`config.mk`:
```
export PLATFORM = sky130hd
export DESIGN_NAME = vga_timing_gen
export DESIGN_NICKNAME = d
export VERILOG_FILES = /design/src/rtl/vga_timing_gen.sv
export SDC_FILE = /design/constraint.sdc
export NUM_CORES = 1
export LEC_CHECK = 0
export ABC_AREA = 1
export CAP_MARGIN = 20
export CORE_ASPECT_RATIO = 1.4
export CORE_UTILIZATION = 35
export CTS_CLUSTER_SIZE = 24
export DETAILED_ROUTE_END_ITERATION = 8
export HOLD_SLACK_MARGIN = 0.15
export PLACE_DENSITY_LB_ADDON = 0.05
export SETUP_SLACK_MARGIN = 0.3
export SLEW_MARGIN = 0
export SYNTH_ARGS = -nofsm -noshare
export SYNTH_HDL_FRONTEND = slang
export SYNTH_SLANG_ARGS = --single-unit
```
`constraint.sdc`:
```
create_clock -name clk -period 5 [get_ports clk]
set_input_delay 0.5 -clock clk [delete_from_list [all_inputs] [get_ports clk]]
set_output_delay 0.5 -clock clk [all_outputs]
set_load 0.005 [all_outputs]
```
`src/rtl/vga_timing_gen.sv`:
```
// VGA raster timing: a clock divider makes the pixel strobe, and the pixel
// counters drive registered sync, blanking and line/frame start pulses.
module vga_timing_gen #(
    parameter int CLK_DIV  = 2,
    parameter int H_VIS    = 800,
    parameter int H_FP     = 56,
    parameter int H_SYNC   = 120,
    parameter int H_BP     = 64,
    parameter int V_VIS    = 600,
    parameter int V_FP     = 37,
    parameter int V_SYNC   = 6,
    parameter int V_BP     = 23,
    parameter int SYNC_POL = 1
) (
    input  logic        clk,
    input  logic        rst_n,
    output logic        pix_en,
    output logic [10:0] Hcnt,
    output logic [10:0] Vcnt,
    output logic        hs,
    output logic        vs,
    output logic        video_on,
    output logic        line_start,
    output logic        frame_start
);
    localparam int H_TOTAL = H_VIS + H_FP + H_SYNC + H_BP;
    localparam int V_TOTAL = V_VIS + V_FP + V_SYNC + V_BP;

    generate
        if (H_TOTAL > 2048 || V_TOTAL > 2048 || CLK_DIV < 1 || CLK_DIV > 16) begin : g_bad_cfg
            $error("vga_timing_gen: illegal timing parameters");
        end
    endgenerate

    localparam logic [3:0]  DIV_MAX = 4'(CLK_DIV - 1);
    localparam logic [10:0] H_LAST  = 11'(H_TOTAL - 1);
    localparam logic [10:0] V_LAST  = 11'(V_TOTAL - 1);
    localparam logic [11:0] H_VIS_W = 12'(H_VIS);
    localparam logic [11:0] V_VIS_W = 12'(V_VIS);
    localparam logic [11:0] HS_BEG  = 12'(H_VIS + H_FP);
    localparam logic [11:0] HS_END  = 12'(H_VIS + H_FP + H_SYNC);
    localparam logic [11:0] VS_BEG  = 12'(V_VIS + V_FP);
    localparam logic [11:0] VS_END  = 12'(V_VIS + V_FP + V_SYNC);
    localparam logic        ACT     = (SYNC_POL != 0);

    // Half-open window test; widened to 12 bits so a 2048 bound still fits.
    function automatic logic in_win(input logic [10:0] c, input logic [11:0] lo,
                                    input logic [11:0] hi);
        return ({1'b0, c} >= lo) && ({1'b0, c} < hi);
    endfunction

    logic [3:0]  div, div_nxt;
    logic [10:0] h_nxt, v_nxt;
    logic        started, started_nxt;

    always_comb begin
        div_nxt = (div == DIV_MAX) ? 4'd0 : div + 4'd1;
    end

    // The first strobe after reset only arms the raster, so 0,0 lasts a full pixel.
    always_comb begin
        h_nxt       = Hcnt;
        v_nxt       = Vcnt;
        started_nxt = started;
        if (pix_en) begin
            if (!started) begin
                started_nxt = 1'b1;
            end else if (Hcnt == H_LAST) begin
                h_nxt = 11'd0;
                v_nxt = (Vcnt == V_LAST) ? 11'd0 : Vcnt + 11'd1;
            end else begin
                h_nxt = Hcnt + 11'd1;
            end
        end
    end

    // Decode from next-state values so the flags land with the counters.
    always_ff @(posedge clk or negedge rst_n) begin
        if (!rst_n) begin
            div         <= 4'd0;
            pix_en      <= 1'b0;
            Hcnt        <= 11'd0;
            Vcnt        <= 11'd0;
            started     <= 1'b0;
            hs          <= ~ACT;
            vs          <= ~ACT;
            video_on    <= 1'b0;
            line_start  <= 1'b0;
            frame_start <= 1'b0;
        end else begin
            div         <= div_nxt;
            pix_en      <= (div_nxt == DIV_MAX);
            Hcnt        <= h_nxt;
            Vcnt        <= v_nxt;
            started     <= started_nxt;
            hs          <= in_win(h_nxt, HS_BEG, HS_END) ? ACT : ~ACT;
            vs          <= in_win(v_nxt, VS_BEG, VS_END) ? ACT : ~ACT;
            video_on    <= started_nxt && in_win(h_nxt, 12'd0, H_VIS_W)
                                       && in_win(v_nxt, 12'd0, V_VIS_W);
            line_start  <= pix_en && (h_nxt == 11'd0);
            frame_start <= pix_en && (h_nxt == 11'd0) && (v_nxt == 11'd0);
        end
    end
endmodule

```
After elaboration in Yosys (flattened, before gate mapping)

Cells that the tools add are included.

Flip-flop bits (word level): 33
Input bits: 2

Add/sub/neg operators: 3
Order comparisons: 6
Eq/ne operators: 4
Muxes and demuxes: 11
Reduce and logical (&&, ||, !) cells: 8

Operators by type and width:

| operator                | count |
|---|---|
| $mux W11                | 7 |
| $lt A11 B10 Y1 const B  | 4 |
| $add A11 B1 Y11 const B | 2 |
| $ge A11 B10 Y1 const B  | 2 |
| $logic_not A11 Y1       | 2 |
| $eq A11 B10 Y1 const B  | 1 |
| $eq A11 B11 Y1 const B  | 1 |
| $eq A4 B1 Y1 const B    | 2 |
| $logic_and A1 B1 Y1     | 6 |
| $add A4 B1 Y4 const B   | 1 |
| $mux W4                 | 1 |
| $mux W1                 | 3 |

Longest topological paths before layout

Gate-level depths: netlist of the first run.

Word-level depth: 8
Gate-level depth with buffers: 15
Depth with buffers taken out: 15

Worst setup path after synthesis of the first run

OpenSTA, ideal clock, no wires.

Path kind: reg-to-reg
From: register Hcnt[0]
To: register vs
Setup time: 0.119 ns
Arrival time: 1.686 ns
Required time: 4.881 ns
Path slack: 3.195 ns
Stages on the path, launching flop included: 12
Path buffers: 0
Clock period less this slack: 1.805 ns
Cells stage by stage: dfrtp_1 -> ha_1 -> inv_2 -> nor2_4 -> nand3_4 -> nor2_8 -> nand4_4 -> nor2_4 -> xor2_2 -> nand2_2 -> a21oi_1 -> nor2_1

Word-level cells in the longest chain between the ends: 7

Ends and longest elaborated chain:

| what                                                    | RTL line | text |
|---|---|---|
| start, declared                                         | 18       | `output logic [10:0] Hcnt,` |
| start signal, assigned                                  | 93       | `Hcnt <= h_nxt;` |
| $eq A11 B11 Y1 *                                        | 68       | `end else if (Hcnt == H_LAST) begin` |
| $mux W11 *                                              | 68       |  |
| $mux W11 *                                              | 66       | `if (!started) begin` |
| $mux W11 *                                              | 65       | `if (pix_en) begin` |
| $ge A11 B10 Y1 / $lt A11 B10 Y1 (equally long branches) | 49       | `return ({1'b0, c} >= lo) && ({1'b0, c} < hi);` |
| $logic_and A1 B1 Y1 *                                   | 49       |  |
| $mux W1 *                                               | 97       | `vs <= in_win(v_nxt, VS_BEG, VS_END) ? ACT : ~ACT;` |
| end signal, assigned                                    | 86       | `vs <= ~ACT;` |
| end signal, assigned                                    | 97       |  |
| end, declared                                           | 21       | `output logic vs,` |

Every way passes the cells marked *; elsewhere a longest branch is shown, timed or not.

Worst setup path after layout of the first run

From: register Hcnt[1]
To: register vs

The elaborated chain is that of the path after synthesis.

==> results of run 1 <==
-- layer usage --
| layer | wire, um | part of all wire [%] | vias to the layer above | GRT usage (%) |
|---|---|---|---|---|
| met2 | 2939 | 55 | 24 | 34.89 |
| met1 | 2156 | 41 | 911 | 21.18 |
| met4 | 115 | 2.2 | 0 | 6.597 |
| met5 | 0 | 0 | - | 0 |
| met3 | 92 | 1.7 | 10 | 3.019 |
| li1 | - | - | 986 | - |
-- layout make-up --
type	instances	area [um2]	area share, %
Timing Repair Buffer	30	297.8	11.39
Inverter	53	207.7	7.946
Clock buffer	6	72.57	2.776
Clock inverter	2	10.01	0.3830
Sequential cell	33	825.8	31.59
Multi-Input combinational cell	205	1112	42.56
Tap cell	70	87.58	3.351
-- cells in the final DEF (no fill, tap or decap), drive strengths merged --
cell	instances
o21ai	6
or2	1
xor2	5
clkbuf	6
nor4	1
nand3	28
xnor2	2
nand3b	1
ha	3
dfrtp	33
nand4	9
nand2	83
clkdlybuf4s50	29
and3	1
a21oi	6
o21bai	1
nor3	7
clkinv	5
nor2	51
buf	1
inv	50
-- sequential cells by signal, summed over array words and instances (netlist names) --
signal       flops
Hcnt            11
Vcnt            11
div              4
frame_start      1
hs               1
line_start       1
pix_en           1
started          1
video_on         1
vs               1
-- logic make-up (layout without fill, tap and decap cells) --
| logic type | count (synthesis) | after routing | share of synthesized area [%] |
|---|---|---|---|
| and+or+nand+nor | 182 | 182 | 42.46 |
| xor gates and xnor gates | 7 | 7 | 4.061 |
| adders and majority gates | 3 | 3 | 1.740 |
| AOI/OAI and AO/OA | 13 | 13 | 3.306 |
| buffers and inverters | 54 | 91 | 10.15 |
| DFF | 33 | 33 | 38.28 |
-- worst paths after layout --
| kind | start | end | slack (ns) | cells past startpoint |
|---|---|---|---|---|
| hold reg to reg | div[0] | div[0] | 0.47 | 1 |
| min in group asynchronous | rst_n | started | 0.62 | 2 |
| setup reg to reg | Hcnt[1] | vs | 2.97 | 13 |
| max in group asynchronous | rst_n | Hcnt[10] | 4.07 | 2 |
| setup / recovery | Hcnt[1] | vs | 2.97 | 13 |
| hold / removal | div[0] | div[0] | 0.47 | 1 |
-- where the power goes --
part | leakage, nW | switching (mW) | total [mW] | internal (mW)
Combinational | 0.951 | 0.00513 | 0.00632 | 0.00119
Clock | 0.0450 | 0.0962 | 0.193 | 0.0964
Sequential | 0.423 | 0 | 0.267 | 0.267
Total | 1.42 | 0.101 | 0.466 | 0.364
==> out/qor.yml, run 1 <==
run_status:
  outcome: "finished clean"
synth:
  synth_cell_type_count: 38
  synthTopCellsByCount: "78 x nand2_1, 41 x nor2_1, 39 x inv_1, 33 x dfrtp_1, 25 x nand3_1"
  yosys.area.top_type: "dfrtp_1"
  syn-num-nets: 297
  synthArstFlopShare_pct: 100.0
  ys_warn_count: 0
  synth_area_leaders: "dfrtp_1 38%, nand2_1 14%, nor2_1 7.1%, inv_1 6.8%, nand3_1 5.8%"
  synth_edf_count: 0
  yosysMostFrequentCell: "nand2_1"
  synth_ff_type: "dfrtp_1"
  synthesis.area_um2: 2157
  post_synth.cell_area_avg_um2: 7.387
  ys_seq_area_share_pct: 38.28
  syn_inst: 292
  synth_top_area_share_pct: 38.28
  ys_seq_elements: 33
drt:
  drt_wl_total_mm: 5.303
  wl_per_cell_um: 13.29
  initialDrtViolationCount: 65
  ant_nets: 0
  first_pass_iters: 4
  drc: 0
  vias: 1931
  vias_per_cell: 4.840
critical_path:
  slowest_delay_ns: 0.40
  crit_path_end_kind: "flip-flop"
  critPathArrivalTime_ns: 2.24
  required_ns: 5.22
  path_class: "reg -> reg"
  critPathMaxFanout: 9
  crit_path_frequent_cell: "nand2_1"
  critPathTopFamily: "simple AND/OR/NAND/NOR gates"
  cp_slowest_cell: "dfrtp_1"
  start_kind: "flip-flop"
  critical_path_buf_inv_count: 1
  path_cells: "ha_1 -> inv_2 -> nor2_4 -> nand3_4 -> nor2_8 -> nand4_4 -> nor2_4 -> nand2_1 -> nand2_1 -> nand3_1 -> nor2_1 -> nand2_1 -> nor2_1"
place:
  dp_cells: 391
  dpl.hpwl_mm: 4.246
  pre_cts_slack_ns: 2.969
  gp_congestion: 0.8214
  place_area_um2: 2531
  io_buffers: 29
global_routing:
  grt_usage_pct: 18.96
  grt_overflow_total: 0
  grt_pass1_wl_mm: 9.039
  antenna_found_initial: 0
  grt_pass1_vias: 1960
  grt_max_degree: 34
die:
  die_w_um: 68.35
  die_h_um: 94.89
  die_area_um2: 6485
  ios: 30
  fp.coreArea_um2: 5904
  row_count: 33
  start_util_pct: 36.53
pwr:
  cellPowerDensity_nw_per_um2: 178.2
  p_leak_nw: 1.419
  total_power_uw: 465.8
  ir_drop_v: 0.0001170
clocking:
  htreeDepth: 2
  cts_tree: "built"
  cts_num_sinks: 33
  post_cts_resized: 0
  hold_buffers: 0
  worstSkewPairLatency_ns: 0.28
  numCtsBuffers: 5
  cts_root_buf: "clkbuf_8"
  cts_setup_buffers: 0
  clockBufferDepth: 2
  clkTransAtPathRegs_ns: 0.07
sta:
  tightestPinTransition_ns: 0.4254
  setup_tns_ns: 0
  fin_skew_ns: 0.004307
  timing.final.ws_setup_ns: 2.973
  whs_ns: 0.4708
  maxSlewHeadroom_pct: 71.64
  rsz0062_at_grt: "no"
  finalHoldViolCount: 0
  finalSetupViolCount: 0
  period_minus_slack_ns: 2.027
  fmax_ghz: 0.4934
  fin_crit_sh_pct: 40.54
  finalMaxSlewViolations: 0
job:
  max-cap-violations: 0
final_layout:
  fillers: 620
  final_core_util_pct: 44.27
  area_growth_pct: 21.17
  nNetsFinal: 333
  final_area_um2: 2614
  insertedDiodeCount: 0
  drive_gt1_share_pct: 14.29
  finalNonFillerCells: 399
hold_path:
  holdCritPathClass: "reg -> reg"
(Power assumes the default switching activity.)
==> run 2, diff against run 1 <==
clock period = 1.85 ns   (was 5 ns; I/O delays follow)
==> run 2 against run 1 <==
The flow now finishes with violations (negative setup slack). Highest routed layer unchanged. Clock skew grew 0.0025 ns. Flip-flop and latch count unchanged. Fmax increased by 3.0%. Worst setup slack got worse by 3.1 ns. Register-to-register slack worse by 3.1 ns. Clock power rose to 2.8 times the previous value. Critical endpoint is now video_on. Total power grew to 2.7 times the previous value. Critical path type unchanged. Routed wire length up 14%.
==> out/qor.yml, run 2 (synthesis gave the netlist of run 1 again) <==
sta:
  rsz0062_at_grt: "yes"
  maxSlewHeadroom_pct: 70.81
  fin_crit_sh_pct: 106.4
  timing.final.ws_setup_ns: -0.1179
  period_minus_slack_ns: 1.968
  finalMaxSlewViolations: 0
  fin_skew_ns: 0.006816
  finalHoldViolCount: 0
  fmax_ghz: 0.5082
  tightestPinTransition_ns: 0.4379
  finalSetupViolCount: 4
final_layout:
  final_area_um2: 3171
  nNetsFinal: 385
  final_core_util_pct: 53.70
  final_cell_mix: "70 x nand2_1, 44 x buf_4, 35 x inv_1, 35 x nor2_1, 33 x dfrtp_1"
  final_common_cell: "nand2_1"
  largestRegisters: "Hcnt: 11 flops, Vcnt: 11 flops, div: 4 flops"
  drive_gt1_share_pct: 33.86
  multi_input_area_um2: 1251
  regArea_um2: 825.8
  insertedDiodeCount: 0
  area_growth_pct: 46.98
  fillers: 570
critical_path:
  start_kind: "flip-flop"
  r2r_cells: 14
  crit_path_end_kind: "flip-flop"
  required_ns: 2.07
  cp-startpoint: "Hcnt[0]"
  r2r-end: "video_on"
  critPathArrivalTime_ns: 2.18
  r2r_start: "Hcnt[0]"
  worst-r2r-setup-slack_ns: -0.12
  cp-endpoint: "video_on"
  path_class: "reg -> reg"
  critPathMaxFanout: 5
drt:
  first_pass_iters: 4
  ant_nets: 0
  wl_per_cell_um: 13.43
  initialDrtViolationCount: 50
  drt_wl_total_mm: 6.059
  vias_per_cell: 4.714
  drc: 0
  vias: 2126
global_routing:
  grt_pass1_vias: 2224
  antenna_found_initial: 0
  grt_max_degree: 34
  grt_usage_pct: 21.57
  grt_overflow_total: 0
  grt_pass1_wl_mm: 10.12
place:
  gp_congestion: 0.8883
  dpl.hpwl_mm: 4.610
  io_buffers: 29
  place_area_um2: 2824
clocking:
  hold_buffers: 0
  cts_root_buf: "clkbuf_8"
  clkTransAtPathRegs_ns: 0.08
  numCtsBuffers: 5
  cts_tree: "built"
  clockBufferDepth: 2
  worstSkewPairLatency_ns: 0.29
  cts_num_sinks: 33
  htreeDepth: 2
pwr:
  cellPowerDensity_nw_per_um2: 401.8
  p_leak_nw: 1.710
  ir_drop_v: 0.0003263
  internal_power_uw: 985.2
  seqPwrFrac_pct: 56.6
  power.switching_uw: 288.7
  power_frac_comb_pct: 1.4
  clock_power_share_pct: 42.0
  switching_share_pct: 22.66
run_status:
  outcome: "finished with violations"
  violations: "negative setup slack"
die:
  die_h_um: 94.89
  die_w_um: 68.35
  ios: 30
  start_util_pct: 36.53
  die_area_um2: 6485
  fp.coreArea_um2: 5904
  row_count: 33
job:
  max-cap-violations: 0
hold_path:
  holdCritPathClass: "in -> async"
-- run 2: cell count changes in the layout (fill, tap and decap cells not counted), sizes merged --
cell / before / now
clkdlybuf4s50: 29 / 26
buf: 1 / 52
dlygate4sd2: 0 / 2
dlymetal6s2s: 0 / 1
nor2: 51 / 52
-- run 2: cell type report --
class	instances	share of cell area [%]
Inverter	53	6.709
Multi-Input combinational cell	206	39.46
Tap cell	70	2.762
Clock buffer	6	2.289
Timing Repair Buffer	81	22.42
Sequential cell	33	26.05
Clock inverter	2	0.3157
-- run 2: per-stage QoR --
stage                     instances  power [mW]  hold slack [ns]  setup WS (ns)  TNS (ns)
after global placement          428      0.7543           0.4600       -0.09758   -0.2129
after CTS                       450       1.295           0.3309       -0.08786   -0.2293
after floorplan                 292      0.7352          -0.1106        0.09271         0
after detailed placement        428      0.7545           0.4631        -0.1021   -0.2218
after global routing            451       1.326           0.3715        -0.2875    -1.291
final                           451       1.274           0.3073        -0.1179   -0.3413
-- run 2: repair_timing --
item,in CTS,in global routing
setup buffers,13,1
endpoints found under the setup margin,17,19
cloned,1,0
pin swaps,13,6
gates resized for setup,36,10
-- run 2: per-layer routing --
metal / global-route usage (%) / up-vias / wire length (um)
met5: 0 / - / 0
met3: 3.019 / 11 / 94
met2: 41.75 / 29 / 3431
li1: - / 1085 / -
met4: 8.681 / 0 / 159
met1: 21.96 / 1001 / 2374
-- run 2: worst min-delay path by stage --
stage	from	to	slack [ns]	depth (start not counted)
4_1_cts	rst_n	started	0.33	2
6_report	rst_n	started	0.31	2
3_5_place_dp	div[0]	div[0]	0.46	1
5_1_grt	rst_n	started	0.37	2
3_3_place_gp	div[0]	div[0]	0.46	1
2_1_floorplan	rst_n	Hcnt[0]	-0.11	0
-- run 2: power groups by stage --
stage          Clock, mW  Sequential (mW)  Combinational [mW]
6_report           0.535            0.721              0.0175
5_1_grt            0.584            0.720              0.0221
4_1_cts            0.555            0.721              0.0194
3_5_place_dp           0            0.735              0.0195
3_3_place_gp           0            0.735              0.0193
2_1_floorplan          0            0.735         0.000000844
-- run 2: critical path, stage by stage, from the launching register on --
cell and delay [ns]:
dfrtp_1 0.36, ha_2 0.19, buf_6 0.11, inv_4 0.03, nor2_4 0.09, nand3_4 0.12, nor2_8 0.18, nand4_4 0.12
nor2_4 0.16, buf_4 0.12, nand2_1 0.05, nand3_2 0.09, buf_4 0.12, inv_4 0.03, a21oi_2 0.11
==> run 3, diff against run 2 <==
CAP_MARGIN = 10   (was 20)
==> results of run 3 <==
Same layout as run 2: the final DEF is identical, and so are final timing and power.
